## src/rtl/rmst_fm_tile_ctrl.sv

```systemverilog
// Read-master controller: streams a channels x rows x cols feature-map tile into the load FIFO as bursts.
// Optional: define RMST_EDGE_CLIP_EN to clip latched tile sizes to the feature-map boundary.
module rmst_fm_tile_ctrl #(
  parameter int AW        = 12,
  parameter int CW        = 16,
  parameter int DW        = 32,
  parameter int R         = 64,
  parameter int C         = 32,
  parameter int FM_BASE   = 0,
  parameter int MAX_BURST = 16
) (
  input  logic          clk,
  input  logic          rst,
  input  logic          load_start,
  input  logic [CW-1:0] tile_base_n,
  input  logic [CW-1:0] tile_base_row,
  input  logic [CW-1:0] tile_base_col,
  input  logic [CW-1:0] tile_tn,
  input  logic [CW-1:0] tile_tr,
  input  logic [CW-1:0] tile_tc,
  input  logic [AW:0]   fifo_space,
  output logic          load_trans_start,
  output logic [DW-1:0] param_raddr,
  output logic [AW-1:0] param_iolen,
  input  logic          load_trans_done,
  output logic          load_done,
  output logic          busy
);

  typedef enum logic [2:0] {
    S_IDLE,
    S_CALC,
    S_WAIT,
    S_ISSUE,
    S_TRANS,
    S_DONE
  } state_e;

  localparam logic [DW-1:0] RC_DW   = DW'(R * C);
  localparam logic [DW-1:0] C_DW    = DW'(C);
  localparam logic [DW-1:0] BASE_DW = DW'(FM_BASE);
  localparam logic [CW-1:0] MB_CW   = CW'(MAX_BURST);
  localparam logic [AW-1:0] MB_AW   = AW'(MAX_BURST);

  state_e        state_q;
  logic [CW-1:0] bn_q, br_q, bc_q;
  logic [CW-1:0] tn_q, tr_q, tc_q;
  logic [CW-1:0] n_q, r_q, col_q;
  logic          lts_q, load_done_q, busy_q;
  logic [DW-1:0] raddr_q;
  logic [AW-1:0] iolen_q;

  logic [CW-1:0] tr_d, tc_d;
  logic [CW-1:0] rem_d;
  logic [AW-1:0] len_d;
  logic [DW-1:0] word_d, raddr_d;
  logic [CW-1:0] col_sum_d, r_inc_d, n_inc_d;
  logic          col_wrap_d, row_wrap_d, tile_end_d, zero_size_d;

`ifdef RMST_EDGE_CLIP_EN
  localparam logic [CW-1:0] R_CW = CW'(R);
  localparam logic [CW-1:0] C_CW = CW'(C);
  logic [CW-1:0] row_room_d, col_room_d;
`endif

  // NOTE: every always_comb output gets a default first so no path leaves it unassigned (no latches).
  always_comb begin
    tr_d = tile_tr;
    tc_d = tile_tc;
`ifdef RMST_EDGE_CLIP_EN
    row_room_d = R_CW - tile_base_row;
    col_room_d = C_CW - tile_base_col;
    if (tile_base_row >= R_CW)    tr_d = '0;
    else if (tile_tr > row_room_d) tr_d = row_room_d;
    if (tile_base_col >= C_CW)    tc_d = '0;
    else if (tile_tc > col_room_d) tc_d = col_room_d;
`endif

    rem_d = tc_q - col_q;
    len_d = (rem_d < MB_CW) ? rem_d[AW-1:0] : MB_AW;

    // Modulo-2^DW arithmetic throughout equals full-width compute followed by truncation.
    word_d = BASE_DW
           + (DW'(bn_q) + DW'(n_q)) * RC_DW
           + (DW'(br_q) + DW'(r_q)) * C_DW
           + DW'(bc_q) + DW'(col_q);
    raddr_d = {word_d[DW-3:0], 2'b00};

    col_sum_d   = col_q + CW'(iolen_q);
    r_inc_d     = r_q + CW'(1);
    n_inc_d     = n_q + CW'(1);
    col_wrap_d  = (col_sum_d == tc_q);
    row_wrap_d  = col_wrap_d && (r_inc_d == tr_q);
    tile_end_d  = row_wrap_d && (n_inc_d == tn_q);
    zero_size_d = (tn_q == '0) || (tr_q == '0) || (tc_q == '0);
  end

  // NOTE: sequential state uses non-blocking assignments only, so every register samples pre-edge values.
  always_ff @(posedge clk) begin
    if (rst) begin
      state_q     <= S_IDLE;
      bn_q        <= '0;
      br_q        <= '0;
      bc_q        <= '0;
      tn_q        <= '0;
      tr_q        <= '0;
      tc_q        <= '0;
      n_q         <= '0;
      r_q         <= '0;
      col_q       <= '0;
      lts_q       <= 1'b0;
      load_done_q <= 1'b0;
      busy_q      <= 1'b0;
      raddr_q     <= '0;
      iolen_q     <= '0;
    end else begin
      lts_q       <= 1'b0;
      load_done_q <= 1'b0;
      case (state_q)
        S_IDLE: begin
          if (load_start) begin
            bn_q    <= tile_base_n;
            br_q    <= tile_base_row;
            bc_q    <= tile_base_col;
            tn_q    <= tile_tn;
            tr_q    <= tr_d;
            tc_q    <= tc_d;
            n_q     <= '0;
            r_q     <= '0;
            col_q   <= '0;
            busy_q  <= 1'b1;
            state_q <= S_CALC;
          end
        end
        S_CALC: begin
          // Empty tiles are detected on the latched (possibly clipped) sizes, giving load_done 2 cycles after load_start.
          if (zero_size_d) begin
            load_done_q <= 1'b1;
            busy_q      <= 1'b0;
            state_q     <= S_DONE;
          end else begin
            raddr_q <= raddr_d;
            iolen_q <= len_d;
            state_q <= S_WAIT;
          end
        end
        S_WAIT: begin
          if (fifo_space >= {1'b0, iolen_q}) begin
            lts_q   <= 1'b1;
            state_q <= S_ISSUE;
          end
        end
        S_ISSUE: state_q <= S_TRANS;
        S_TRANS: begin
          if (load_trans_done) begin
            if (col_wrap_d) begin
              col_q <= '0;
              if (row_wrap_d) begin
                r_q <= '0;
                n_q <= n_inc_d;
              end else begin
                r_q <= r_inc_d;
              end
            end else begin
              col_q <= col_sum_d;
            end
            if (tile_end_d) begin
              load_done_q <= 1'b1;
              busy_q      <= 1'b0;
              state_q     <= S_DONE;
            end else begin
              state_q <= S_CALC;
            end
          end
        end
        S_DONE:  state_q <= S_IDLE;
        default: state_q <= S_IDLE;
      endcase
    end
  end

  assign load_trans_start = lts_q;
  assign param_raddr      = raddr_q;
  assign param_iolen      = iolen_q;
  assign load_done        = load_done_q;
  assign busy             = busy_q;

endmodule
```

## config.mk

```make
export PLATFORM = sky130hd
export DESIGN_NAME = rmst_fm_tile_ctrl
export DESIGN_NICKNAME = d
export VERILOG_FILES = /design/src/rtl/rmst_fm_tile_ctrl.sv
export SDC_FILE = /design/constraint.sdc
export NUM_CORES = 1
export LEC_CHECK = 0
export ABC_AREA = 0
export BUFFER_PORTS_ARGS = -buffer_cell sky130_fd_sc_hd__buf_4
export CAP_MARGIN = 20
export CORE_ASPECT_RATIO = 2
export CORE_UTILIZATION = 35
export CTS_CLUSTER_SIZE = 14
export DETAILED_ROUTE_END_ITERATION = 10
export GPL_TIMING_DRIVEN = 0
export SLEW_MARGIN = 30
export SYNTH_ARGS = -nofsm -noshare
export SYNTH_HDL_FRONTEND = slang
export SYNTH_SLANG_ARGS = --single-unit
```

## constraint.sdc

```tcl
create_clock -name clk -period 6.7 [get_ports clk]
set_clock_uncertainty 0.2 [all_clocks]
set_input_delay 0.67 -clock clk [delete_from_list [all_inputs] [get_ports clk]]
set_output_delay 0.67 -clock clk [all_outputs]
set_load 0.05 [all_outputs]
```

======== Word-level counts from Yosys, hierarchy flattened ========
Cells that the tools add are included.
Widths: inputs -> output; s select.
word-level totals
  output and inout bits ................... 47
  logic and storage cells ................. 89
  input bits .............................. 113
  flip-flop bits (word level) ............. 192
cells by class
  eq/ne operators ......................... 14
  reduce and logical (&&, ||, !) cells .... 18
  order comparisons ....................... 2
  bitwise logic cells ..................... 2
  multiplexer cells ....................... 29
  add/subtract/negate cells ............... 9
operator list
  kind                   count
  $mux 16                9
  $pmux 16 s2            3
  $eq 16x16->1           3
  $logic_not 16->1       3
  $add 16x16->17         2
  $add 16x1->16 const B  2
  $add 29x16->30         1
  $add 30x16->30         1
  $add 28x22->29         1
  $add 16x12->16         1
  $lt 16x5->1 const B    1
  $sub 16x16->16         1
  $mux 3                 5
  $pmux 3 s5             1
  $ne 2x2->1 const B     7
  $ge 13x12->1           1
  $mux 12                1
  $reduce_and 5->1       2
  $mux 1                 8
  $eq 3x2->1 const B     2
  $reduce_and 3->1       2
  $reduce_and 2->1       2
  $reduce_and 4->1       1
  $eq 3x1->1 const B     1
  other kinds (10)       13

======== Depth between registers and ports, before layout ========
Gate-level depths: netlist of the first run.
  word-level depth ........................ 7
  gate-level depth with buffers ........... 26
  depth with buffers taken out ............ 26

======== Worst setup path after synthesis of the first run ========
Ideal clock, no wire load.
  kind .................................... register to register
  from .................................... register r_q[0]
  to ...................................... register raddr_q[28] (netlist: param_raddr[28])
  setup time .............................. 0.132 ns
  data required time ...................... 6.368 ns
  cell stages (with the launch flop) ...... 27
  path buffers ............................ 0
  arrival ................................. 4.965 ns
  clock period less this slack ............ 5.297 ns
  path slack .............................. 1.403 ns
  cell sequence ........................... dfxtp_1 -> ha_1 -> fa_1 -> a21o_1 -> a21oi_1 -> nor2b_1 -> o21a_1 -> o21ai_0 -> nand2b_1 -> a21oi_1 -> nor2b_1 -> o21a_1 -> o41ai_1 -> o21a_1 -> o21ai_0 -> ha_1 -> ha_1 -> ha_1 -> a21o_1 -> a21o_1 -> a21oi_1 -> nand2_1 -> o21ai_0 -> nor2_1 -> xor2_1 -> nand2_1 -> a21oi_1
on the way
  longest elaborated chain between the ends .. 4
ends and longest elaborated chain
  element                   RTL line  source
  start: declaration        48        logic [CW-1:0] n_q, r_q, col_q;
  start signal: assignment  162       r_q <= r_inc_d;
  $add 16x16->17            85        + (DW'(br_q) + DW'(r_q)) * C_DW
  $add 28x22->29            85
  $add 29x16->30            86        + DW'(bc_q) + DW'(col_q);
  $add 30x16->30            86
  end signal: assignment    142       raddr_q <= raddr_d;
  end: declaration          50        logic [DW-1:0] raddr_q;
No other way between the ends.
A chain may end at the register's enable or synchronous reset.

======== Worst setup path after layout of the first run ========
Ends and elaborated chain as after synthesis.

==> key figures, run 1 <==
Worst setup path
  • CP Buf/Inv Count: 0
  • Worst EP required: about 7 ns
  • Worst r2r src: r_q[0]$_SDFFE_PP0P_
  • CP arrival: about 6.3 ns
  • Worst reg2reg path depth: 26
  • Crit Path Class: reg -> reg
  • Critical R2R Capture: param_raddr[28]$_SDFFE_PP0P_
  • Worst path slowest cell: o41ai_1
  • Startpoint Class: register
  • Worst stage delay on the critical path: about 0.47 ns
  • CP Capture Type: register
  • CP delay by family, top: compound AO/OA/AOI/OAI gates
  • Worst R2R Setup Slack: between 0.4 and 0.5 ns
  • Max FO, Critical Path: 7

Routing
  • Vias: between 10k and 15k
  • DRT Pass-1 Iters: 5
  • Wire per inst: 20.0 um
  • DR iter-0 viols: between 500 and 600
  • Vias per Instance: around 5.4
  • Detail Route Antenna Nets: 0
  • DRC viols: 0
  • Total Wirelength: 47300 um

Hold path
  • Worst hold path startpoint: param_raddr[21]$_SDFFE_PP0P_
  • Worst min-delay path category: reg -> reg
  • Cell depth of the worst min-delay path: 2
  • Hold Crit Endpoint: param_raddr[21]$_SDFFE_PP0P_

Global routing
  • Congestion Overflow GR: 0
  • First-pass GRT wire length: about 72000 um
  • Tot GR Track Use: about a quarter
  • Vias in the first global route: ~13k
  • Largest net degree at the start of global routing: 18
  • Antenna violations before repair: 0

Run status
  • Status: complete, no violations

Synth
  • Mean Syn Cell Area: 7.79 um2
  • Area leader, netlist: dfxtp_1
  • Distinct cells, synth: 83
  • EDFF count, synth: 0
  • Post-synthesis sequential area ratio: 28.7%
  • Post-Synthesis Cells: about 1.7k
  • YS warnings: 0
  • Yosys top cell area share: roughly 29%
  • Post-synth ARST share: 0%
  • Most used DFF post-synth: dfxtp_1
  • Largest cells by area after synthesis: dfxtp_1 29%, ha_1 12%, nand2_1 8.8%
  • Flops & latches, synth: 191
  • Post-Syn Area: approximately 0.013 mm2

Clock network
  • CTS clk-pin slew, worst paths: 0.08 ns
  • Clock latency on the worst-skew pair: 0.46 ns
  • Max clock buf depth: 2
  • CTS H-Tree Depth: 4
  • Post-CTS Setup Inserts: 0
  • Total CTS buffers: 17
  • Clock root cell: clkbuf_16
  • CTS Sinks: between 150 and 200
  • CTS tree: done

Final layout
  • Ant. Diodes: 0
  • Synth-to-Final Area Change: 17.4%
  • FILL cells: just under 4k
  • Most frequent cells in the layout: 313 x nand2_1, 201 x a21oi_1, 191 x dfxtp_1
  • Layout net count: 2147
  • Fraction of layout cells with a size suffix above 1: a little under an eighth
  • Most common cell after layout, fill and taps aside: nand2_1

Floorplan
  • Die W: roughly 140 um
  • IO Pins: 160
  • Die area: between 0.03 and 0.04 mm2
  • Starting Density: a little over a third
  • Die height: 278 um
  • Core area: 0.0374 mm2
  • # rows: 100

Placed design
  • GPL Wtd Cong: slightly below 1
  • Port Buffers: 156
  • DP HPWL: 39400 um

Timing
  • Slew Limit Fails: 0
  • Rel. slew slack: a little over a third
  • Max Fclk: between 0.15 and 0.2 GHz
  • # setup viols final: 0
  • Setup TNS: 0 ns
  • Unrepaired setup endpoints after global routing: false
  • Final Hold Fails: 0
  • Final period util: approximately 93%
  • Worst hold slack: about 0.26 ns
  • Period minus WS final: slightly above 6 ns
  • Worst-Margin Slew: 0.951 ns

Power
  • Pwr/cell area: 328 mW/mm2
  • Peak supply drop: between 150 and 200 uV
  • Leakage power: between 6 and 7 nW

Job
  • Max Cap Violations: 0
-- cells in the mapped netlist (all sizes together), types with 4 or more instances --
cell type  count
nand2        315
a21oi        201
dfxtp        191
ha           123
inv           95
nor2          94
xnor2         79
clkbuf        71
o21ai         63
nor3          50
xor2          42
a21o          34
nand3         33
nor4          27
fa            21
nor2b         17
o31ai         17
and3          16
nand4         15
a31oi         13
o21bai        13
a211oi        12
buf           12
o21a          12
o22ai         12
a22oi         11
o211ai        11
nand2b        10
nor3b         10
or3            9
and2           6
and4           5
mux2i          5
nand3b         5
a211o          4
o211a          4
o311ai         4
-- power breakdown --
part / leakage [nW] / internal (W) / total (W) / switching [W]
sequential: 1.55 / 0.00136 / 0.00160 / 0.000246
combinational: 4.89 / 0.000902 / 0.00251 / 0.00161
clock: 0.274 / 0.000530 / 0.00103 / 0.000504
-- cells by family (layout without fill, tap and decap cells) --
| kind of cell | Yosys count | in the layout | share of synthesized area, % |
|---|---|---|---|
| DFF | 191 | 191 | 28.7 |
| AOI/OAI and AO/OA | 445 | 445 | 21.0 |
| muxes | 6 | 6 | 0.460 |
| xor gates and xnor gates | 122 | 122 | 8.11 |
| other | 1 | 3 | 0.0281 |
| buffers and inverters | 178 | 364 | 5.35 |
| adders and majority gates | 144 | 144 | 14.7 |
| and+or+nand+nor | 626 | 626 | 21.7 |
-- routing by layer --
layer | vias to the layer above | part of all wire [%] | global-route usage, % | wire (um)
met3 | 151 | 3.0 | 3.06 | 1440
li1 | 6343 | - | - | -
met5 | - | 0 | 0 | 0
met1 | 5997 | 33 | 21.7 | 15700
met4 | 0 | 8.8 | 21.1 | 4180
met2 | 315 | 55 | 48.6 | 26000
-- metrics by stage --
step                      cell area (um2)  worst slack [ns]  power, W  utilization, %  cells
final                               15700             0.496   0.00515            41.9   2360
after global routing                15700            0.0474   0.00548            41.9   2360
after CTS                           15700             0.382   0.00518            41.9   2360
after detailed placement            15100             0.411   0.00413            40.4   2330
after global placement              15100             0.520   0.00411            40.3   2330
after floorplan                     13300              1.40   0.00326               -   1715
-- worst register-to-register path, stage by stage, from the launching register on --
cell,delay (ns)
dfxtp_1,0.40
ha_1,0.25
fa_1,0.41
a21o_1,0.17
a21oi_1,0.21
nor2b_1,0.08
o21a_1,0.17
o21ai_0,0.22
nand2b_1,0.08
a21oi_1,0.23
nor2b_1,0.08
o21a_1,0.18
o41ai_1,0.47
o21a_1,0.25
o21ai_0,0.23
ha_1,0.35
ha_1,0.30
ha_1,0.38
a21o_1,0.19
a21o_1,0.17
a21oi_1,0.24
nand2_1,0.08
o21ai_1,0.27
nor2_1,0.13
xor2_1,0.17
nand2_1,0.08
a21oi_1,0.07
-- registers in the layout, summed over array words and instances, names as in the netlist --
signal,cells
param_raddr,29
bc_q,16
bn_q,16
br_q,16
col_q,16
n_q,16
r_q,16
tc_q,16
tn_q,16
tr_q,16
param_iolen,12
state_q,3
busy,1
load_done,1
load_trans_start,1
-- worst max path at each step --
stage | startpoint | cells after the start | slack, ns | endpoint
floorplan | r_q[0]$_SDFFE_PP0P_ | 26 | 1.40 | param_raddr[28]$_SDFFE_PP0P_
global placement | r_q[0]$_SDFFE_PP0P_ | 26 | 0.52 | param_raddr[28]$_SDFFE_PP0P_
detailed placement | r_q[0]$_SDFFE_PP0P_ | 26 | 0.41 | param_raddr[28]$_SDFFE_PP0P_
CTS | r_q[0]$_SDFFE_PP0P_ | 26 | 0.38 | param_raddr[28]$_SDFFE_PP0P_
global route | r_q[0]$_SDFFE_PP0P_ | 26 | 0.05 | param_raddr[28]$_SDFFE_PP0P_
finish | r_q[0]$_SDFFE_PP0P_ | 26 | 0.50 | param_raddr[28]$_SDFFE_PP0P_
-- timing repair --
item | 4_1_cts | 5_1_grt
hold endpoints to repair | 0 | 0
setup endpoints to repair | 0 | 1
resized for setup | 0 | 1
hold buffers | 0 | 0
-- cell type report --
cell class / instances / area (um2) / share of cell area (%)
Timing Repair Buffer: 156 / 1170 / 7.48
Tap cell: 459 / 574 / 3.67
Inverter: 95 / 357 / 2.28
Buffer: 83 / 357 / 2.28
Clock buffer: 18 / 439 / 2.80
Sequential cell: 191 / 3820 / 24.4
Clock inverter: 12 / 125 / 0.799
Multi-Input combinational cell: 1346 / 8820 / 56.3
No activity file was read; power rests on OpenSTA's default activity.
==> run 2, diff against run 1 <==
- GPL_TIMING_DRIVEN: 0 -> not set
- PLACE_DENSITY: not set -> 0.54
==> key figures, run 2 (synthesis results as in run 1) <==
Run status
  • Status: complete, no violations

Power
  • Pwr/cell area: between 300 and 400 mW/mm2
  • Peak supply drop: 227 uV
  • Leakage power: around 6.7 nW
  • Final Power: 0.00512 W

Floorplan
  • IO Pins: 160
  • Die W: approximately 140 um
  • Starting Density: between 30% and 40%
  • Die height: approximately 280 um
  • # rows: 100
  • Die area: a little under 0.04 mm2
  • Core area: approximately 0.037 mm2

Timing
  • Setup TNS: 0 ns
  • # setup viols final: 0
  • Period minus WS final: 5.99 ns
  • Rel. slew slack: between 30% and 40%
  • Worst-Margin Slew: 0.909 ns
  • Final period util: between 80 and 90%
  • Unrepaired setup endpoints after global routing: false
  • Slew Limit Fails: 0
  • Max Fclk: ~0.17 GHz
  • Final Hold Fails: 0
  • Worst hold slack: roughly 0.25 ns

Routing
  • DR iter-0 viols: between 500 and 600
  • Vias per Instance: ~5.5
  • Wire per inst: between 15 and 20 um
  • Detail Route Antenna Nets: 0
  • Total Wirelength: about 45000 um
  • DRC viols: 0
  • DRT Pass-1 Iters: 5
  • Vias: about 13k

Clock network
  • CTS tree: done
  • CTS clk-pin slew, worst paths: 0.07 ns
  • Max clock buf depth: 2
  • Clock root cell: clkbuf_16
  • Clock latency on the worst-skew pair: roughly 0.46 ns
  • CTS H-Tree Depth: 4
  • Cts repair resizes: 0
  • Post-CTS Setup Inserts: 0
  • Post-CTS Hold Fix Bufs: 0
  • CTS Sinks: approximately 190
  • Total CTS buffers: 17

Placed design
  • GPL Wtd Cong: roughly 0.92
  • DP HPWL: 35700 um
  • Port Buffers: approximately 160

Worst setup path
  • Crit. Startpoint: r_q[0]$_SDFFE_PP0P_
  • Max FO, Critical Path: 7
  • Crit Path Class: reg -> reg
  • Startpoint Class: register
  • Worst EP required: 6.89 ns
  • CP arrival: 6.18 ns
  • Worst r2r src: r_q[0]$_SDFFE_PP0P_
  • CP Capture Type: register

Final layout
  • Fraction of layout cells with a size suffix above 1: between 10 and 15%
  • Max FFs per register: 29
  • FILL cells: between 3k and 4k
  • Register area: 0.00382 mm2
  • Multi-input gate area: roughly 0.0088 mm2
  • Ant. Diodes: 0
  • Most frequent cells in the layout: 312 x nand2_1, 201 x a21oi_1, 191 x dfxtp_1
  • Layout net count: between 2k and 2.5k
  • Most common cell after layout, fill and taps aside: nand2_1
  • Synth-to-Final Area Change: 15.9%

Job
  • Max Cap Violations: 0

Global routing
  • Largest net degree at the start of global routing: 97
  • Antenna violations before repair: 0
  • Congestion Overflow GR: 0
  • Tot GR Track Use: a little under a quarter
  • First-pass GRT wire length: 69700 um
  • Vias in the first global route: 12.7k

Hold path
  • Worst min-delay path category: in -> reg
  • Worst hold path startpoint: tile_tc[9]
## run 2: cell count changes in the layout (fill, tap and decap cells not counted), moves of 2 or more
cell      before  now
clkbuf_1      71    1
buf_2          3    0
buf_6          4    0
buf_4        159  166
buf_1          2    0
## run 2: final cells by class
class / count / area share (%)
clock inverters: 12 / 0.939
flip-flops and latches: 191 / 24.7
multi-input cells: 1346 / 57.2
well taps: 459 / 3.71
clock buffers: 20 / 2.95
repair buffers: 167 / 8.19
inverters: 95 / 2.31
## run 2: where the power goes
group	leakage, nW	switching, W	internal [W]
Sequential	1.55	0.000272	0.00136
Clock	0.295	0.000497	0.000580
Combinational	4.81	0.00152	0.000890
Total	6.65	0.00229	0.00283
## run 2: final timing paths
| kind | cells after the start | slack, ns | to |
|---|---|---|---|
| setup reg to reg | 27 | 0.71 | param_raddr[28]$_SDFFE_PP0P_ |
| setup / recovery | 27 | 0.71 | param_raddr[28]$_SDFFE_PP0P_ |
| hold / removal | 3 | 0.25 | tc_q[9]$_SDFFE_PP0P_ |
| hold reg to reg | 2 | 0.25 | bc_q[5]$_SDFFE_PP0P_ |
## run 2: metrics by stage
stage | std cells | utilization [%] | setup slack [ns] | instance area, um2
5_1_grt | 2290 | 41.3 | 0.355 | 15500
3_5_place_dp | 2258 | 39.7 | 0.746 | 14900
3_3_place_gp | 2257 | 39.6 | 0.806 | 14800
6_report | 2290 | 41.3 | 0.711 | 15500
4_1_cts | 2290 | 41.3 | 0.726 | 15500
2_1_floorplan | 1715 | - | 1.40 | 13300
## run 2: critical path: stages, from the launching register on
cell and delay [ns]:
dfxtp_1 0.39, ha_1 0.24, fa_1 0.40, a21o_1 0.17, a21oi_1 0.22, nor2b_1 0.07
o21a_1 0.17, o21ai_0 0.23, nand2b_1 0.09, a21oi_1 0.33, nor2b_1 0.08, o21a_1 0.20
o41ai_1 0.25, buf_4 0.18, o21a_1 0.15, o21ai_0 0.13, ha_1 0.31, ha_1 0.30
ha_1 0.36, a21o_1 0.18, a21o_1 0.17, a21oi_1 0.20, nand2_1 0.06, o21ai_0 0.30
nor2_1 0.13, xor2_1 0.19, nand2_1 0.07, a21oi_1 0.14
## run 2: metal layers
layer	part of all wire, %	track usage [%]	vias up	wire (um)
li1	-	-	6206	-
met1	35	21.9	5979	15700
met2	56	46.8	294	25200
met3	2.8	3.03	99	1280
met4	6.0	14.9	0	2670
met5	0	0	-	0
==> run 3, diff against run 2 <==
--- a/config.mk
+++ b/config.mk
@@ -13,4 +13,5 @@
 export CTS_CLUSTER_SIZE = 14
 export DETAILED_ROUTE_END_ITERATION = 10
+export MAX_ROUTING_LAYER = met4
 export PLACE_DENSITY = 0.54
 export SLEW_MARGIN = 30
==> constraint.sdc (replaced) <==
create_clock -name clk -period 6.7 [get_ports clk]
set_clock_uncertainty 0.2 [all_clocks]
set_input_delay 0.67 -clock clk [delete_from_list [all_inputs] [get_ports clk]]
set_output_delay 0.67 -clock clk [all_outputs]
set_load 0.01 [all_outputs]
==> key figures, run 3 (synthesis results as in run 1) <==
Run status
  • Status: complete, no violations

Floorplan
  • Starting Density: 35.7%
  • IO Pins: 160
  • Die height: between 200 and 300 um
  • Die W: 140 um
  • Core area: around 0.037 mm2
  • # rows: 100
  • Die area: slightly below 0.04 mm2

Timing
  • Unrepaired setup endpoints after global routing: false
  • Max Fclk: 0.167 GHz
  • Slew Limit Fails: 0
  • Period minus WS final: approximately 6.0 ns
  • # setup viols final: 0
  • Worst hold slack: 0.242 ns
  • Final period util: roughly 90%
  • Setup TNS: 0 ns
  • Final setup margin: ~0.72 ns
  • Worst-Margin Slew: slightly above 0.9 ns
  • Rel. slew slack: 38.1%
  • Final Hold Fails: 0

Final layout
  • Multi-input gate area: just under 0.009 mm2
  • Most frequent cells in the layout: 312 x nand2_1, 201 x a21oi_1, 191 x dfxtp_1
  • Ant. Diodes: 0
  • Max FFs per register: 29
  • Fraction of layout cells with a size suffix above 1: 12.5%
  • Most common cell after layout, fill and taps aside: nand2_1
  • Layout net count: 2073
  • Synth-to-Final Area Change: 15.8%
  • Register area: approximately 0.0038 mm2
  • FILL cells: 3888
  • Design area: roughly 0.015 mm2

Worst setup path
  • Critical R2R Capture: param_raddr[28]$_SDFFE_PP0P_
  • Worst reg2reg path depth: 26
  • Max FO, Critical Path: 7
  • CP arrival: approximately 6 ns
  • Worst R2R Setup Slack: 0.72 ns
  • CP Capture Type: register
  • Crit Path Class: reg -> reg
  • Worst EP required: just under 7 ns
  • Worst r2r src: r_q[0]$_SDFFE_PP0P_
  • Startpoint Class: register

Placed design
  • Dpl cell area: ~0.015 mm2
  • GPL Wtd Cong: 0.966
  • DP HPWL: 36000 um
  • Place WS: about 0.71 ns
  • Port Buffers: approximately 160

Power
  • Leakage power: between 6 and 7 nW
  • Pwr/cell area: approximately 320 mW/mm2
  • Final Power: 0.00500 W
  • Peak supply drop: 239 uV

Global routing
  • Congestion Overflow GR: 0
  • Vias in the first global route: roughly 13k
  • Tot GR Track Use: 24.6%
  • Antenna violations before repair: 0
  • First-pass GRT wire length: roughly 71000 um
  • Largest net degree at the start of global routing: 97

Clock network
  • Max clock buf depth: 2
  • Total CTS buffers: 17
  • CTS H-Tree Depth: 4
  • CTS Sinks: around 190
  • Cts repair resizes: 0
  • Clock root cell: clkbuf_16
  • Post-CTS Hold Fix Bufs: 0
  • Post-CTS Setup Inserts: 0
  • CTS tree: done
  • CTS clk-pin slew, worst paths: roughly 0.080 ns
  • Clock latency on the worst-skew pair: about 0.47 ns

Routing
  • Vias: between 10k and 15k
  • Detail Route Antenna Nets: 0
  • Total Wirelength: 45300 um
  • DRC viols: 0
  • DR iter-0 viols: 495
  • Vias per Instance: 5.48
  • Wire per inst: approximately 20 um
  • DRT Pass-1 Iters: 5

Hold path
  • Worst hold path startpoint: tile_tn[10]
  • Cell depth of the worst min-delay path: 3
  • Hold Crit Endpoint: tn_q[10]$_SDFFE_PP0P_
  • Worst min-delay path category: in -> reg

Job
  • Max Cap Violations: 0
==> run 3: cell count changes in the layout (fill, tap and decap cells not counted) <==
cell / before / now
clkinv_4: 1 / 2
clkbuf_1: 1 / 2
nor2_2: 0 / 1
clkbuf_8: 2 / 1
clkinv_8: 0 / 1
nor2_1: 92 / 91
buf_4: 166 / 164
inv_6: 6 / 4
==> run 3: power by group <==
part,switching [W],total (W),internal [W]
registers,0.000270,0.00163,0.00136
clock network,0.000498,0.00107,0.000571
logic,0.00143,0.00230,0.000875
==> run 3: how the worst max path moves through the flow <==
stage / startpoint / endpoint
5_1_grt: r_q[0]$_SDFFE_PP0P_ / param_raddr[28]$_SDFFE_PP0P_
4_1_cts: r_q[0]$_SDFFE_PP0P_ / param_raddr[28]$_SDFFE_PP0P_
2_1_floorplan: r_q[0]$_SDFFE_PP0P_ / param_raddr[28]$_SDFFE_PP0P_
3_5_place_dp: r_q[0]$_SDFFE_PP0P_ / param_raddr[28]$_SDFFE_PP0P_
3_3_place_gp: r_q[0]$_SDFFE_PP0P_ / param_raddr[28]$_SDFFE_PP0P_
6_report: r_q[0]$_SDFFE_PP0P_ / param_raddr[28]$_SDFFE_PP0P_
==> run 3: critical path, stage by stage (launching register included) <==
cell,delay [ns]
dfxtp_1,0.38
ha_1,0.24
fa_1,0.40
a21o_1,0.18
a21oi_1,0.22
nor2b_1,0.08
o21a_1,0.18
o21ai_0,0.22
nand2b_1,0.08
a21oi_1,0.29
nor2b_1,0.09
o21a_1,0.19
o41ai_1,0.40
o21a_1,0.27
o21ai_0,0.13
ha_1,0.30
ha_1,0.30
ha_1,0.37
a21o_1,0.18
a21o_1,0.17
a21oi_1,0.20
nand2_1,0.06
o21ai_0,0.26
nor2_1,0.12
xor2_1,0.17
nand2_1,0.08
a21oi_1,0.06
==> run 3: layer usage <==
layer | GRT usage (%) | part of all wire [%] | vias to the layer above
met2 | 47.0 | 56 | 282
met3 | 3.01 | 2.6 | 107
met1 | 22.7 | 35 | 5940
met5 | - | 0 | -
li1 | - | - | 6202
met4 | 15.7 | 6.2 | 0
==> run 3: per-stage QoR <==
step / utilization (%) / cells
after global routing: 41.3 / 2288
after detailed placement: 39.6 / 2255
after global placement: 39.6 / 2255
after CTS: 41.2 / 2287
after floorplan: - / 1715
final: 41.3 / 2288
==> run 3: layout make-up <==
type	count	share of cell area, %
flip-flops and latches	191	24.8
clock buffers	20	2.89
well taps	459	3.72
repair buffers	165	8.10
multi-input cells	1346	57.2
clock inverters	12	0.988
inverters	95	2.31
